<file path="src/rtl/shift_rows_unit_if.sv">
//==============================================================================
// Module      : shift_rows_unit_if
// Description : Valid/ready beat interface for the ShiftRows engine, with an
//               input side (state + direction) and an output side (state).
// Revision    : 1.0 - initial release
//==============================================================================
`default_nettype none

interface shift_rows_unit_if #(
    parameter int NB = 4
);
    localparam int W = 32 * NB;

    logic         in_valid;
    logic         in_ready;
    logic         in_inv;
    logic [W-1:0] in_state;
    logic         out_valid;
    logic         out_ready;
    logic [W-1:0] out_state;

    modport master (
        output in_valid, in_inv, in_state, out_ready,
        input  in_ready, out_valid, out_state
    );

    modport slave (
        input  in_valid, in_inv, in_state, out_ready,
        output in_ready, out_valid, out_state
    );
endinterface

`default_nettype wire

</file>
<file path="src/rtl/shift_rows_unit.sv">
//==============================================================================
// Module      : shift_rows_unit
// Description : Registered ShiftRows / InvShiftRows engine (NB = 4/6/8) feeding
//               a 2-entry output FIFO. Optional macro SHIFT_ROWS_SELFCHECK_EN
//               adds a per-pop inverse-transform check with sticky chk_err.
// Revision    : 1.0 - initial release
//==============================================================================
`default_nettype none

module shift_rows_unit #(
    parameter int NB    = 4,
    parameter int CNT_W = 16
) (
    input  wire logic             clk,
    input  wire logic             rst,
    shift_rows_unit_if.slave      bus,
    output logic [CNT_W-1:0]      blk_cnt
`ifdef SHIFT_ROWS_SELFCHECK_EN
    ,
    output logic                  chk_err
`endif
);

    localparam int W = 32 * NB;

    generate
        if (!(NB == 4 || NB == 6 || NB == 8)) begin : g_bad_nb
            $error("shift_rows_unit: NB must be 4, 6 or 8");
        end
    endgenerate

    // Wide blocks (NB=8) use the larger offsets for rows 2 and 3.
    function automatic int f_off(input int r);
        int o;
        case (r)
            0:       o = 0;
            1:       o = 1;
            2:       o = (NB == 8) ? 3 : 2;
            default: o = (NB == 8) ? 4 : 3;
        endcase
        return o;
    endfunction

    function automatic logic [W-1:0] f_shift(input logic [W-1:0] s, input logic inv);
        logic [W-1:0] o;
        int           src;
        o = '0;
        for (int c = 0; c < NB; c++) begin
            for (int r = 0; r < 4; r++) begin
                src = inv ? (c - f_off(r) + NB) % NB : (c + f_off(r)) % NB;
                o[W-1-8*(4*c+r) -: 8] = s[W-1-8*(4*src+r) -: 8];
            end
        end
        return o;
    endfunction

    logic [W-1:0]     entry_q [2];
    logic             wr_ptr_q, wr_ptr_d;
    logic             rd_ptr_q, rd_ptr_d;
    logic [1:0]       count_q, count_d;
    logic [CNT_W-1:0] blk_cnt_q, blk_cnt_d;

    logic             w_push;
    logic             w_pop;
    logic [W-1:0]     w_shifted;

    assign bus.in_ready  = (count_q != 2'd2);
    assign bus.out_valid = (count_q != 2'd0);
    assign bus.out_state = entry_q[rd_ptr_q];
    assign blk_cnt       = blk_cnt_q;

    assign w_push    = bus.in_valid & bus.in_ready;
    assign w_pop     = bus.out_valid & bus.out_ready;
    assign w_shifted = f_shift(bus.in_state, bus.in_inv);

    always_comb begin
        wr_ptr_d  = wr_ptr_q;
        rd_ptr_d  = rd_ptr_q;
        count_d   = count_q;
        blk_cnt_d = blk_cnt_q;
        if (w_push) begin
            wr_ptr_d = ~wr_ptr_q;
        end
        if (w_pop) begin
            rd_ptr_d  = ~rd_ptr_q;
            blk_cnt_d = blk_cnt_q + {{(CNT_W-1){1'b0}}, 1'b1};
        end
        case ({w_push, w_pop})
            2'b10:   count_d = count_q + 2'd1;
            2'b01:   count_d = count_q - 2'd1;
            default: count_d = count_q;
        endcase
    end

    always_ff @(posedge clk) begin
        if (rst) begin
            entry_q[0] <= '0;
            entry_q[1] <= '0;
            wr_ptr_q   <= 1'b0;
            rd_ptr_q   <= 1'b0;
            count_q    <= 2'd0;
            blk_cnt_q  <= '0;
        end else begin
            if (w_push) begin
                entry_q[wr_ptr_q] <= w_shifted;
            end
            wr_ptr_q  <= wr_ptr_d;
            rd_ptr_q  <= rd_ptr_d;
            count_q   <= count_d;
            blk_cnt_q <= blk_cnt_d;
        end
    end

`ifdef SHIFT_ROWS_SELFCHECK_EN
    logic [W-1:0] orig_q [2];
    logic [1:0]   inv_q;
    logic         chk_err_q;
    logic         w_chk_fail;

    // Undoing the transform on the popped entry must reproduce the stored input.
    assign w_chk_fail = w_pop &&
                        (f_shift(entry_q[rd_ptr_q], ~inv_q[rd_ptr_q]) != orig_q[rd_ptr_q]);
    assign chk_err    = chk_err_q;

    always_ff @(posedge clk) begin
        if (rst) begin
            orig_q[0] <= '0;
            orig_q[1] <= '0;
            inv_q     <= 2'b00;
            chk_err_q <= 1'b0;
        end else begin
            if (w_push) begin
                orig_q[wr_ptr_q] <= bus.in_state;
                inv_q[wr_ptr_q]  <= bus.in_inv;
            end
            chk_err_q <= chk_err_q | w_chk_fail;
        end
    end
`endif

endmodule

`default_nettype wire

</file>
<file path="src/flat_wrapper.sv">
// flat-port wrapper written by rule: the top's interface ports become plain ports
module shift_rows_unit_flat 
#(
    parameter int NB    = 4,
    parameter int CNT_W = 16
)
  (clk, rst, blk_cnt, bus_in_valid, bus_in_inv, bus_in_state, bus_out_ready, bus_in_ready, bus_out_valid, bus_out_state);
  shift_rows_unit_if #(.NB(NB)) bus_i ();
  input  wire logic clk;
  input  wire logic rst;
  output logic [CNT_W-1:0] blk_cnt;
  input wire logic [$bits(bus_i.in_valid)-1:0] bus_in_valid;
  input wire logic [$bits(bus_i.in_inv)-1:0] bus_in_inv;
  input wire logic [$bits(bus_i.in_state)-1:0] bus_in_state;
  input wire logic [$bits(bus_i.out_ready)-1:0] bus_out_ready;
  output wire logic [$bits(bus_i.in_ready)-1:0] bus_in_ready;
  output wire logic [$bits(bus_i.out_valid)-1:0] bus_out_valid;
  output wire logic [$bits(bus_i.out_state)-1:0] bus_out_state;
  assign bus_i.in_valid = bus_in_valid;
  assign bus_i.in_inv = bus_in_inv;
  assign bus_i.in_state = bus_in_state;
  assign bus_i.out_ready = bus_out_ready;
  assign bus_in_ready = bus_i.in_ready;
  assign bus_out_valid = bus_i.out_valid;
  assign bus_out_state = bus_i.out_state;
  shift_rows_unit #(.NB(NB), .CNT_W(CNT_W)) u_core (.clk(clk), .rst(rst), .bus(bus_i), .blk_cnt(blk_cnt));
endmodule
</file>
<file path="config.mk">
export PLATFORM = sky130hd
export DESIGN_NAME = shift_rows_unit_flat
export DESIGN_NICKNAME = d
export VERILOG_FILES = /design/src/rtl/shift_rows_unit_if.sv /design/src/rtl/shift_rows_unit.sv /design/src/flat_wrapper.sv
export SDC_FILE = /design/constraint.sdc
export NUM_CORES = 1
export LEC_CHECK = 0
export CAP_MARGIN = 20
export CORE_MARGIN = 4
export CORE_UTILIZATION = 35
export DETAILED_ROUTE_END_ITERATION = 10
export PLACE_DENSITY = 0.7
export SLEW_MARGIN = 30
export SYNTH_ARGS = -nofsm -noshare
export SYNTH_HDL_FRONTEND = slang
export SYNTH_SLANG_ARGS = --single-unit
export TNS_END_PERCENT = 100
</file>
<file path="constraint.sdc">
create_clock -name clk -period 11.45 [get_ports clk]
set_input_delay 2.29 -clock clk [delete_from_list [all_inputs] [get_ports clk]]
set_output_delay 2.29 -clock clk [all_outputs]
set_load 0.005 [all_outputs]
</file>
Yosys cells after proc, flatten, opt, wreduce, memory -nomap -nowiden
Memories as Yosys holds them, arrays and structs flattened. A register that Yosys moved wholly into a read port is not among the register bits.
Cells that the tools add are included.
- add/sub/neg operators: 19
- multiply operators: 0
- divide/modulo/power cells: 0
- order comparisons: 0
- equal/unequal tests: 3
- shift-type cells: 8
- multiplexer cells: 15
- bitwise operators: 4
- reductions and logical operators: 3
- operators by type and width (cell ; number):
    135-bit by 32-bit variable part select with 8-bit output ; 7
    8-bit by 32-bit subtractor with 32-bit output, first input constant ; 7
    135-bit by 9-bit variable part select with 8-bit output ; 1
    128-bit two-way mux ; 1
    128-bit OR reduction ; 1
    29-bit by 2-bit adder with 29-bit output, second input constant ; 4
    29-bit by 3-bit adder with 29-bit output, second input constant ; 3
    16-bit by 1-bit adder with 16-bit output, second input constant ; 1
    1-bit two-way mux ; 9
    7-bit by 8-bit subtractor with 9-bit output, first input constant ; 1
    2-bit two-way mux ; 4
    4-bit by 2-bit adder with 5-bit output, second input constant ; 1
    2-bit case mux with 2 select lines ; 1
    2-bit nonzero test ; 2
    2-bit by 1-bit adder with 2-bit output, second input constant ; 1
    1-bit bitwise AND ; 2
    2-bit by 1-bit equality test with 1-bit output, second input constant ; 1
    2-bit equality test, second input constant ; 1
    2-bit inequality test, second input constant ; 1
    1-bit NOT ; 2
    2-bit by 1-bit subtractor with 2-bit output, second input constant ; 1
- flip-flop bits (word level): 20
- bits in latches: 0
- memory bits (writable): 256
- memory bits (read-only): 0
- input port bits: 133
- output and inout port bits: 146
- word-level logic and storage cells: 57
- memories kept: 1
- memory list (memory ; words ; width ; rd ports ; clocked after Yosys merged registers in ; write ports ; RTL line ; source):
    u_core.entry_q ; 2 ; 128 ; 1 ; 1 ; 2 ; shift_rows_unit.sv:57 ; logic [W-1:0] entry_q [2];

Longest topological paths before layout
Gate-level depths: netlist of the first run.
- depth after elaboration: 7
- gate-level depth with buffers: 6
- mapped depth without buffers: 6

Least setup slack after synthesis of the first run
OpenSTA, ideal clock, no wires.
- kind: input to register
- start: input bus_in_valid
- end: memory u_core.entry_q[0][0] (netlist bit) (enable)
- setup time: 0.642 ns
- arrival time: 8.358 ns
- required time: 10.808 ns
- slack: 2.450 ns
- stages on the path: 2
- path buffers: 0
- path through: nand2_1 o21bai_1
- RTL lines (what ; RTL line ; source):
    start: declaration ; flat_wrapper.sv:12 ; input wire logic [$bits(bus_i.in_valid)-1:0] bus_in_valid;
    end: declaration ; shift_rows_unit.sv:57 ;

==> impl_metrics.yaml, run 1 <==
detailed_routing:
  drtAntennaViolNets: 0
  drc: 0
  drt-initial-drc-count: 319
  via_count: 7717
  routed_wirelength_um: 29300
  wire_per_inst_um: 18.2
  vias_per_cell: 4.78
  first_pass_iters: 4
placed_design:
  dpl.hpwl_um: 18600
  port-buffer-count: 278
  place.gp.congestion: 0.737
logic_synthesis:
  postSynthCellCount: 863
  synth_edf_count: 256
  ys_types: 34
  synth_area_leaders: "edfxtp_1 63%, mux2_2 12%, and2_1 6.6%, mux2i_1 5.2%, nor2_1 4.4%"
  syn_nets: 998
  ys_ff_latch: 277
  ys.warnings.count: 0
  netlist.area_leader.share_pct: 63.0
  postSynthAreaPerCell_um2: 14.1
  async_flop_share_pct: 0
  yosys.area.top_type: "edfxtp_1"
  syn-cell-area_mm2: 0.0122
  synth_flop_cell: "edfxtp_1"
  ys_seq_area_share_pct: 66.4
sta:
  rsz0062_at_grt: "false"
  max_freq_mhz: 181
  tns_ns: 0
  tightest_slew_ns: 0.933
  period_minus_slack_ns: 5.52
  finalHoldViolCount: 0
  slew_violations: 0
  fin_skew_ns: 0.00819
  period_share_pct: 48.2
  relSlewSlack_pct: 37.8
  finalSetupViolCount: 0
finish:
  drive_above_1_share_pct: 17.0
  final_cell_mix: "276 x clkdlybuf4s50_1, 256 x edfxtp_1, 142 x nor2_1"
  nFillCells: 3007
  final_nets: 1271
  areaGrowthSynthToFinish_pct: 35.4
  antennaDiodeCount: 0
  final_common_cell: "clkdlybuf4s50_1"
  postLayoutCoreUtil_pct: 48.0
grt:
  grt_remaining_overflow: 0
  grt_max_degree: 74
  top_usage_layer: "met2"
  grt_use_total_pct: 14.8
  use_met1_pct: 20.2
  grt_use_met3_pct: 3.83
  first_global_vias: 7883
  antenna_found_initial: 2
  globalRouteMet2Util_pct: 23.7
  grt_pass1_wl_um: 44800
floorplan:
  die_area_mm2: 0.0379
  row_count: 68
  coreArea_mm2: 0.0345
  die_w_um: 195
  io_pins: 279
  start_util_pct: 35.4
  die_y_um: 195
cts:
  cts_inserted_buffers: 31
  cts_setup_buffers: 0
  cts_resized: 0
  clockBufferDepth: 3
  clk_pin_slew_worst_paths_ns: 0.06
  clockRootBuffer: "clkbuf_16"
  holdBufCountCts: 0
  clkLatencyLatePin_ns: 0.55
  cts_sinks: 277
  cts_tree: "built"
  htreeDepth: 1
critical_path:
  crit_path_end_kind: "output port"
  cp.arrival_ns: 3.23
  startpoint_type: "flop"
  crit_fanout: 63
  cp_data_required_time_ns: 9.16
  critPathKind: "flop to output port"
power:
  ir_worst_vdd_mv: 0.129
  leakage_nw: 6.16
  power_density_mw_per_mm2: 197
job:
  drv_cap: 0
run_status:
  outcome: "finished, final reports clean"
hold_path:
  hold_class: "flop to flop"
-- Yosys cell counts (4+ instances only) --
cell,count
nand2_1,8
o21ai_0,4
a21oi_1,8
xor2_1,4
nor2_1,142
and2_1,128
buf_1,12
or3_1,5
mux2_2,128
buf_2,8
xnor2_1,9
dfxtp_1,21
mux2i_1,64
nand3_1,4
nand4_1,4
edfxtp_1,256
clkbuf_1,30
-- critical path, cell delays in order, from the launching register on --
cell and delay, ns:
dfxtp_4 0.62, buf_12 0.30, buf_4 0.71, mux2_2 0.41, clkdlybuf4s50_1 0.51
-- per-stage QoR --
step | area, um^2 | cells | setup slack (ns) | hold slack (ns) | power, mW
2_1_floorplan | 12200 | 863 | 2.45 | 0.470 | 1.79
3_3_place_gp | 15500 | 1555 | 5.15 | 0.473 | 2.28
3_5_place_dp | 15500 | 1557 | 6.20 | 0.481 | 2.29
4_1_cts | 16500 | 1612 | 5.69 | 0.489 | 3.30
5_1_grt | 16500 | 1613 | 5.75 | 0.517 | 3.40
6_report | 16500 | 1613 | 5.93 | 0.482 | 3.25
-- per-layer routing --
| layer | routed length [um] | vias up | part of all wire (%) |
|---|---|---|---|
| met5 | 22 | - | 0.075 |
| met1 | 12900 | 3789 | 44 |
| met2 | 13600 | 229 | 47 |
| li1 | - | 3645 | - |
| met3 | 2060 | 50 | 7.0 |
| met4 | 623 | 4 | 2.1 |
-- layout make-up --
class                      count  area [um^2]  area share, %
timing repair buffer         290         2890           17.5
clock inverter                22          235           1.42
clock buffer                  33          783           4.74
sequential                   277         8110           49.1
inverter                       4         15.0         0.0908
tap                          455          569           3.44
multi-input combinational    532         3920           23.7
-- report_power, final --
group          leakage [nW]  total [mW]  switching (mW)  internal (mW)
Combinational          2.78       0.915           0.376          0.539
Clock                 0.498       0.995           0.393          0.602
Sequential             2.88        1.34          0.0576           1.29
-- kinds of logic (layout without fill, tap and decap cells) --
kind of cell | count (synthesis) | count (layout) | synth area share, %
adder cells (fa/ha/maj) | 2 | 2 | 0.205
XOR/XNOR | 13 | 13 | 0.932
AO/OA/AOI/OAI | 18 | 18 | 0.871
AND/OR/NAND/NOR | 307 | 307 | 12.8
multiplexers | 192 | 192 | 17.1
buffers and inverters | 54 | 349 | 1.74
flip-flops | 277 | 277 | 66.4
-- flip-flops by register name, summed over array words and instances, names as in the netlist, named ones only --
name	flops
u_core.blk_cnt	16
u_core.count_q	2
u_core.entry_q	256
u_core.rd_ptr_q	1
u_core.wr_ptr_q	1
-- final timing paths --
path	cells past startpoint	from	slack (ns)	endpoint
max	4	flop	5.93	bus_out_state[55]
min	2	u_core.blk_cnt[14]$_SDFFE_PP0P_	0.48	u_core.blk_cnt[14]$_SDFFE_PP0P_
max reg2reg	5	u_core.count_q[0]$_SDFFE_PP0P_	8.44	u_core.entry_q[1][101]$_SDFFCE_PN0P_
min reg2reg	2	u_core.blk_cnt[14]$_SDFFE_PP0P_	0.48	u_core.blk_cnt[14]$_SDFFE_PP0P_
Note: power is estimated with default switching activity, not from simulation.
==> run 2, diff against run 1 <==
Settings changed: PLACE_DENSITY 0.7 to 0.72.
Clock period 11.45 ns to 4.8 ns, I/O delays scaled along.
==> run 2 against run 1 <==
Against the previous run: core utilization rose by 0.27 points; final cell count rose by 0.25%; highest routed layer is now met4; sequential power rose by 140%; count of clock-buffer cells in the layout rose by 13; sequential cell count did not move; power rose by 140%; sequential share of layout area fell by 0.27 points; non-clock buffer count fell by 1; combinational power rose by 140%; register-to-register slack got worse by 6.0 ns; via count rose by 1.2%.
==> impl_metrics.yaml, run 2 (same netlist as run 1, synthesis figures left out) <==
sta:
  rsz0062_at_grt: "false"
  period_share_pct: 70.0
  tns_ns: 0
  tightest_slew_ns: 0.977
  period_minus_slack_ns: 3.36
  slew_violations: 0
  finalHoldViolCount: 0
  max_freq_mhz: 297
  relSlewSlack_pct: 34.9
  fin_ws_ns: 1.44
  hold-worst-slack_ns: 0.497
  fin_skew_ns: 0.00824
  finalSetupViolCount: 0
cts:
  clk_pin_slew_worst_paths_ns: 0.06
  cts_inserted_buffers: 34
  htreeDepth: 2
  clockBufferDepth: 3
  cts_resized: 0
  clockRootBuffer: "clkbuf_16"
  cts_sinks: 277
  clkLatencyLatePin_ns: 0.48
  cts_tree: "built"
  cts_setup_buffers: 0
  holdBufCountCts: 0
critical_path:
  cp_slowest_cell: "buf_12"
  r2r_end: "u_core.entry_q[1][13]$_SDFFCE_PN0P_"
  critPathKind: "flop to output port"
  crit_fanout: 128
  startpoint_type: "flop"
  slowest_delay_ns: 0.54
  crit_chain: "buf_12 > mux2_2 > clkdlybuf4s50_1"
  cp.arrival_ns: 2.40
  cp_num_buf_inv: 2
  crit_family: "buffers and inverters"
  cp.depth: 3
  crit_path_end_kind: "output port"
  r2r_cells: 4
  r2r_start: "u_core.count_q[0]$_SDFFE_PP0P_"
  regToRegSetupSlack_ns: 2.47
  crit_end: "bus_out_state[19]"
  cp_data_required_time_ns: 3.84
finish:
  nFillCells: 3031
  seqCellArea_mm2: 0.00811
  drive_above_1_share_pct: 17.0
  multiInputGateArea_mm2: 0.00393
  areaGrowthSynthToFinish_pct: 36.1
  final_common_cell: "clkdlybuf4s50_1"
  largest_reg_flops: 256
  top_register: "u_core.entry_q"
  final_nets: 1273
  final_cells: 1617
  final_cell_mix: "277 x clkdlybuf4s50_1, 256 x edfxtp_1, 142 x nor2_1"
  antennaDiodeCount: 0
floorplan:
  die_w_um: 195
  start_util_pct: 35.4
  die_y_um: 195
  die_area_mm2: 0.0379
  coreArea_mm2: 0.0345
  io_pins: 279
  row_count: 68
placed_design:
  post-place-ws_ns: 1.33
  place.gp.congestion: 0.800
  place_inst: 1557
  dpl.hpwl_um: 18600
  port-buffer-count: 278
hold_path:
  hold_class: "flop to flop"
  min_from: "u_core.blk_cnt[15]$_SDFFE_PP0P_"
detailed_routing:
  wire_per_inst_um: 18.5
  drc: 0
  first_pass_iters: 4
  routed_wirelength_um: 29800
  vias_per_cell: 4.83
  drtAntennaViolNets: 0
  drt-initial-drc-count: 392
  via_count: 7812
power:
  power_density_mw_per_mm2: 475
  power_mw: 7.89
  leakage_nw: 6.21
  ir_worst_vdd_mv: 0.306
grt:
  antenna_found_initial: 0
  grt_use_total_pct: 15.2
  grt_pass1_wl_um: 46200
  grt_remaining_overflow: 0
  grt_max_degree: 129
  first_global_vias: 8144
run_status:
  outcome: "finished, final reports clean"
job:
  drv_cap: 0
## run 2: cell types whose count changed in the layout (fill, tap and decap cells not counted), sizes merged, moves of 2 or more
cell,change
bufinv,-3
clkinv,-4
buf,-2
clkbuf,+13
clkinvlp,-2
## run 2: layout make-up
class                      instances  share of cell area (%)
clock buffer                      46                    5.89
clock inverter                    14                   0.775
inverter                           4                  0.0903
multi-input combinational        532                    23.6
sequential                       277                    48.8
tap                              455                    3.42
timing repair buffer             289                    17.4
## run 2: report_power, final
group / switching [mW] / internal (mW)
Sequential: 0.102 / 3.07
Clock: 0.953 / 1.54
Combinational: 0.945 / 1.28
## run 2: layer usage
metal	global-route usage (%)	share of wire (%)
met1	20.1	43
met2	25.1	48
met3	4.00	7.4
met4	3.67	2.0
met5	0	0
## run 2: per-stage QoR
stage               util [%]  cell area, um^2
floorplan                  -            12200
global placement        45.0            15500
detailed placement      45.0            15500
CTS                     48.2            16600
global route            48.2            16600
finish                  48.2            16600
## run 2: worst reg2reg max path: stages, from the launching register on
cell      delay (ns)
dfxtp_1         0.45
nand2b_1        0.23
nand4b_1        0.22
nand2b_4        0.51
buf_4           0.56
## run 2: worst min path at each step
stage | slack [ns] | to | depth (start not counted)
floorplan | 0.47 | u_core.blk_cnt[15]$_SDFFE_PP0P_ | 2
global placement | 0.48 | u_core.blk_cnt[15]$_SDFFE_PP0P_ | 2
detailed placement | 0.48 | u_core.blk_cnt[15]$_SDFFE_PP0P_ | 2
CTS | 0.49 | u_core.blk_cnt[15]$_SDFFE_PP0P_ | 2
global route | 0.52 | u_core.blk_cnt[15]$_SDFFE_PP0P_ | 2
finish | 0.50 | u_core.blk_cnt[15]$_SDFFE_PP0P_ | 2
==> run 3, diff against run 2 <==
Clock period 4.8 ns to 3.03 ns, I/O delays scaled along.
==> run 3 against run 2 <==
Against the previous run: routed wire length decreased by 1.2%; critical path depth unchanged; worst hold slack better by 0.026 ns; first-iteration DRC count fell by 11%; combinational power grew 62%; core utilization up 0.47 points; count of clock-buffer cells in the layout is 3 lower; sequential cell count is the same; register-to-register slack worse by 1.4 ns; non-clock buffer count grew 10; setup slack worse by 1.2 ns; highest routed layer unchanged; clock skew is 0.0036 ns higher.
==> impl_metrics.yaml, run 3 (same netlist as run 1, synthesis figures left out) <==
grt:
  grt_max_degree: 68
  first_global_vias: 8125
  grt_remaining_overflow: 0
  grt_pass1_wl_um: 45400
  antenna_found_initial: 0
  grt_use_total_pct: 14.8
cts:
  cts_setup_buffers: 0
  cts_sinks: 277
  clkLatencyLatePin_ns: 0.54
  cts_inserted_buffers: 30
  cts_tree: "built"
  clk_pin_slew_worst_paths_ns: 0.06
  clockBufferDepth: 3
  holdBufCountCts: 0
  clockRootBuffer: "clkbuf_16"
  htreeDepth: 1
  cts_resized: 0
critical_path:
  cp_num_buf_inv: 2
  crit_family: "buffers and inverters"
  crit_fanout: 67
  cp.arrival_ns: 2.19
  r2r_start: "u_core.count_q[1]$_SDFFE_PP0P_"
  r2r_end: "u_core.count_q[1]$_SDFFE_PP0P_"
  startpoint_type: "flop"
  regToRegSetupSlack_ns: 1.07
  critPathKind: "flop to output port"
  cp_data_required_time_ns: 2.42
  cp_slowest_cell: "clkdlybuf4s50_1"
  r2r_cells: 5
  crit_path_end_kind: "output port"
  slowest_delay_ns: 0.49
  crit_chain: "buf_12 > mux2_2 > clkdlybuf4s50_1"
sta:
  fin_skew_ns: 0.0118
  max_freq_mhz: 357
  rsz0062_at_grt: "false"
  finalHoldViolCount: 0
  tightest_slew_ns: 0.799
  relSlewSlack_pct: 46.7
  period_share_pct: 92.4
  finalSetupViolCount: 0
  slew_violations: 0
  period_minus_slack_ns: 2.80
hold_path:
  hold-path-endpoint: "u_core.blk_cnt[1]$_SDFFE_PP0P_"
  min_from: "u_core.blk_cnt[1]$_SDFFE_PP0P_"
  hold_class: "flop to flop"
  worstHoldPathCells: 2
run_status:
  outcome: "finished, final reports clean"
detailed_routing:
  drt-initial-drc-count: 349
  wire_per_inst_um: 18.2
  via_count: 7708
  routed_wirelength_um: 29500
  drtAntennaViolNets: 0
  first_pass_iters: 7
  vias_per_cell: 4.75
  drc: 0
finish:
  final_nets: 1279
  areaGrowthSynthToFinish_pct: 37.5
  postLayoutCoreUtil_pct: 48.7
  top_register: "u_core.entry_q"
  final_cell_mix: "277 x clkdlybuf4s50_1, 256 x edfxtp_1, 142 x nor2_1"
  stdcell_area_mm2: 0.0168
  largest_reg_flops: 256
  antennaDiodeCount: 0
  final_common_cell: "clkdlybuf4s50_1"
  drive_above_1_share_pct: 17.9
job:
  drv_cap: 0
power:
  leakage_nw: 6.28
  ir_worst_vdd_mv: 0.452
  power_density_mw_per_mm2: 747
floorplan:
  start_util_pct: 35.4
  die_area_mm2: 0.0379
  row_count: 68
  die_y_um: 195
  coreArea_mm2: 0.0345
  io_pins: 279
  die_w_um: 195
placed_design:
  place.gp.congestion: 0.822
  port-buffer-count: 278
  dpl.hpwl_um: 19200
  detailed_place.area_mm2: 0.0157
## run 3: cell count changes in the layout (fill, tap and decap cells not counted), sizes merged
cell,previous run,this run
clkinv,12,7
clkbuf,46,43
inv,4,3
clkinvlp,0,1
bufinv,2,6
buf,12,22
## run 3: cell type report
class / count / area, um^2
multi-input combinational: 532 / 3950
clock inverter: 13 / 215
timing repair buffer: 299 / 3050
sequential: 277 / 8110
clock buffer: 43 / 871
tap: 455 / 569
fill: 3047 / 17700
inverter: 4 / 15.0
## run 3: worst min-delay path: cells and delay by family, from the launching register on
kind               cells  cell delay [ns]
DFF                    1             0.34
AOI/OAI and AO/OA      1             0.06
and+or+nand+nor        1             0.08
## run 3: how the worst max path moves through the flow
stage | endpoint | start | cells after the start
4_1_cts | bus_out_state[111] | flop | 3
3_3_place_gp | u_core.entry_q[0][8]$_SDFFCE_PN0P_ | bus_in_valid | 5
3_5_place_dp | u_core.entry_q[1][86]$_SDFFCE_PN0P_ | rst | 5
5_1_grt | bus_out_state[81] | flop | 3
2_1_floorplan | u_core.entry_q[0][0]$_SDFFCE_PN0P_ | bus_in_valid | 2
6_report | bus_out_state[87] | flop | 3
## run 3: report_power, final
group,internal [mW],switching [mW],total [mW]
combinational,2.11,1.50,3.61
sequential,4.85,0.167,5.02
clock,2.49,1.42,3.91
total,9.46,3.08,12.5
## run 3: metrics by stage
| step | setup slack [ns] | power (mW) | cells | TNS (ns) | hold slack, ns |
|---|---|---|---|---|---|
| after floorplan | -0.00851 | 6.72 | 863 | -1.09 | 0.470 |
| after global placement | 0.0292 | 8.72 | 1566 | 0 | 0.476 |
| after detailed placement | 0.0688 | 8.78 | 1567 | 0 | 0.497 |
| after CTS | 0.170 | 12.8 | 1623 | 0 | 0.518 |
| after global routing | 0.163 | 13.1 | 1623 | 0 | 0.549 |
| final | 0.231 | 12.5 | 1623 | 0 | 0.523 |
## run 3: routing by layer
layer  part of all wire, %  track usage [%]  wire (um)  vias to the layer above
li1                      -                -          -                     3665
met1                    42             19.4      12500                     3758
met2                    49             25.0      14300                      245
met3                   7.4             3.85       2170                       40
met4                   1.6             3.08        481                        0
met5                     0                0          0                        -
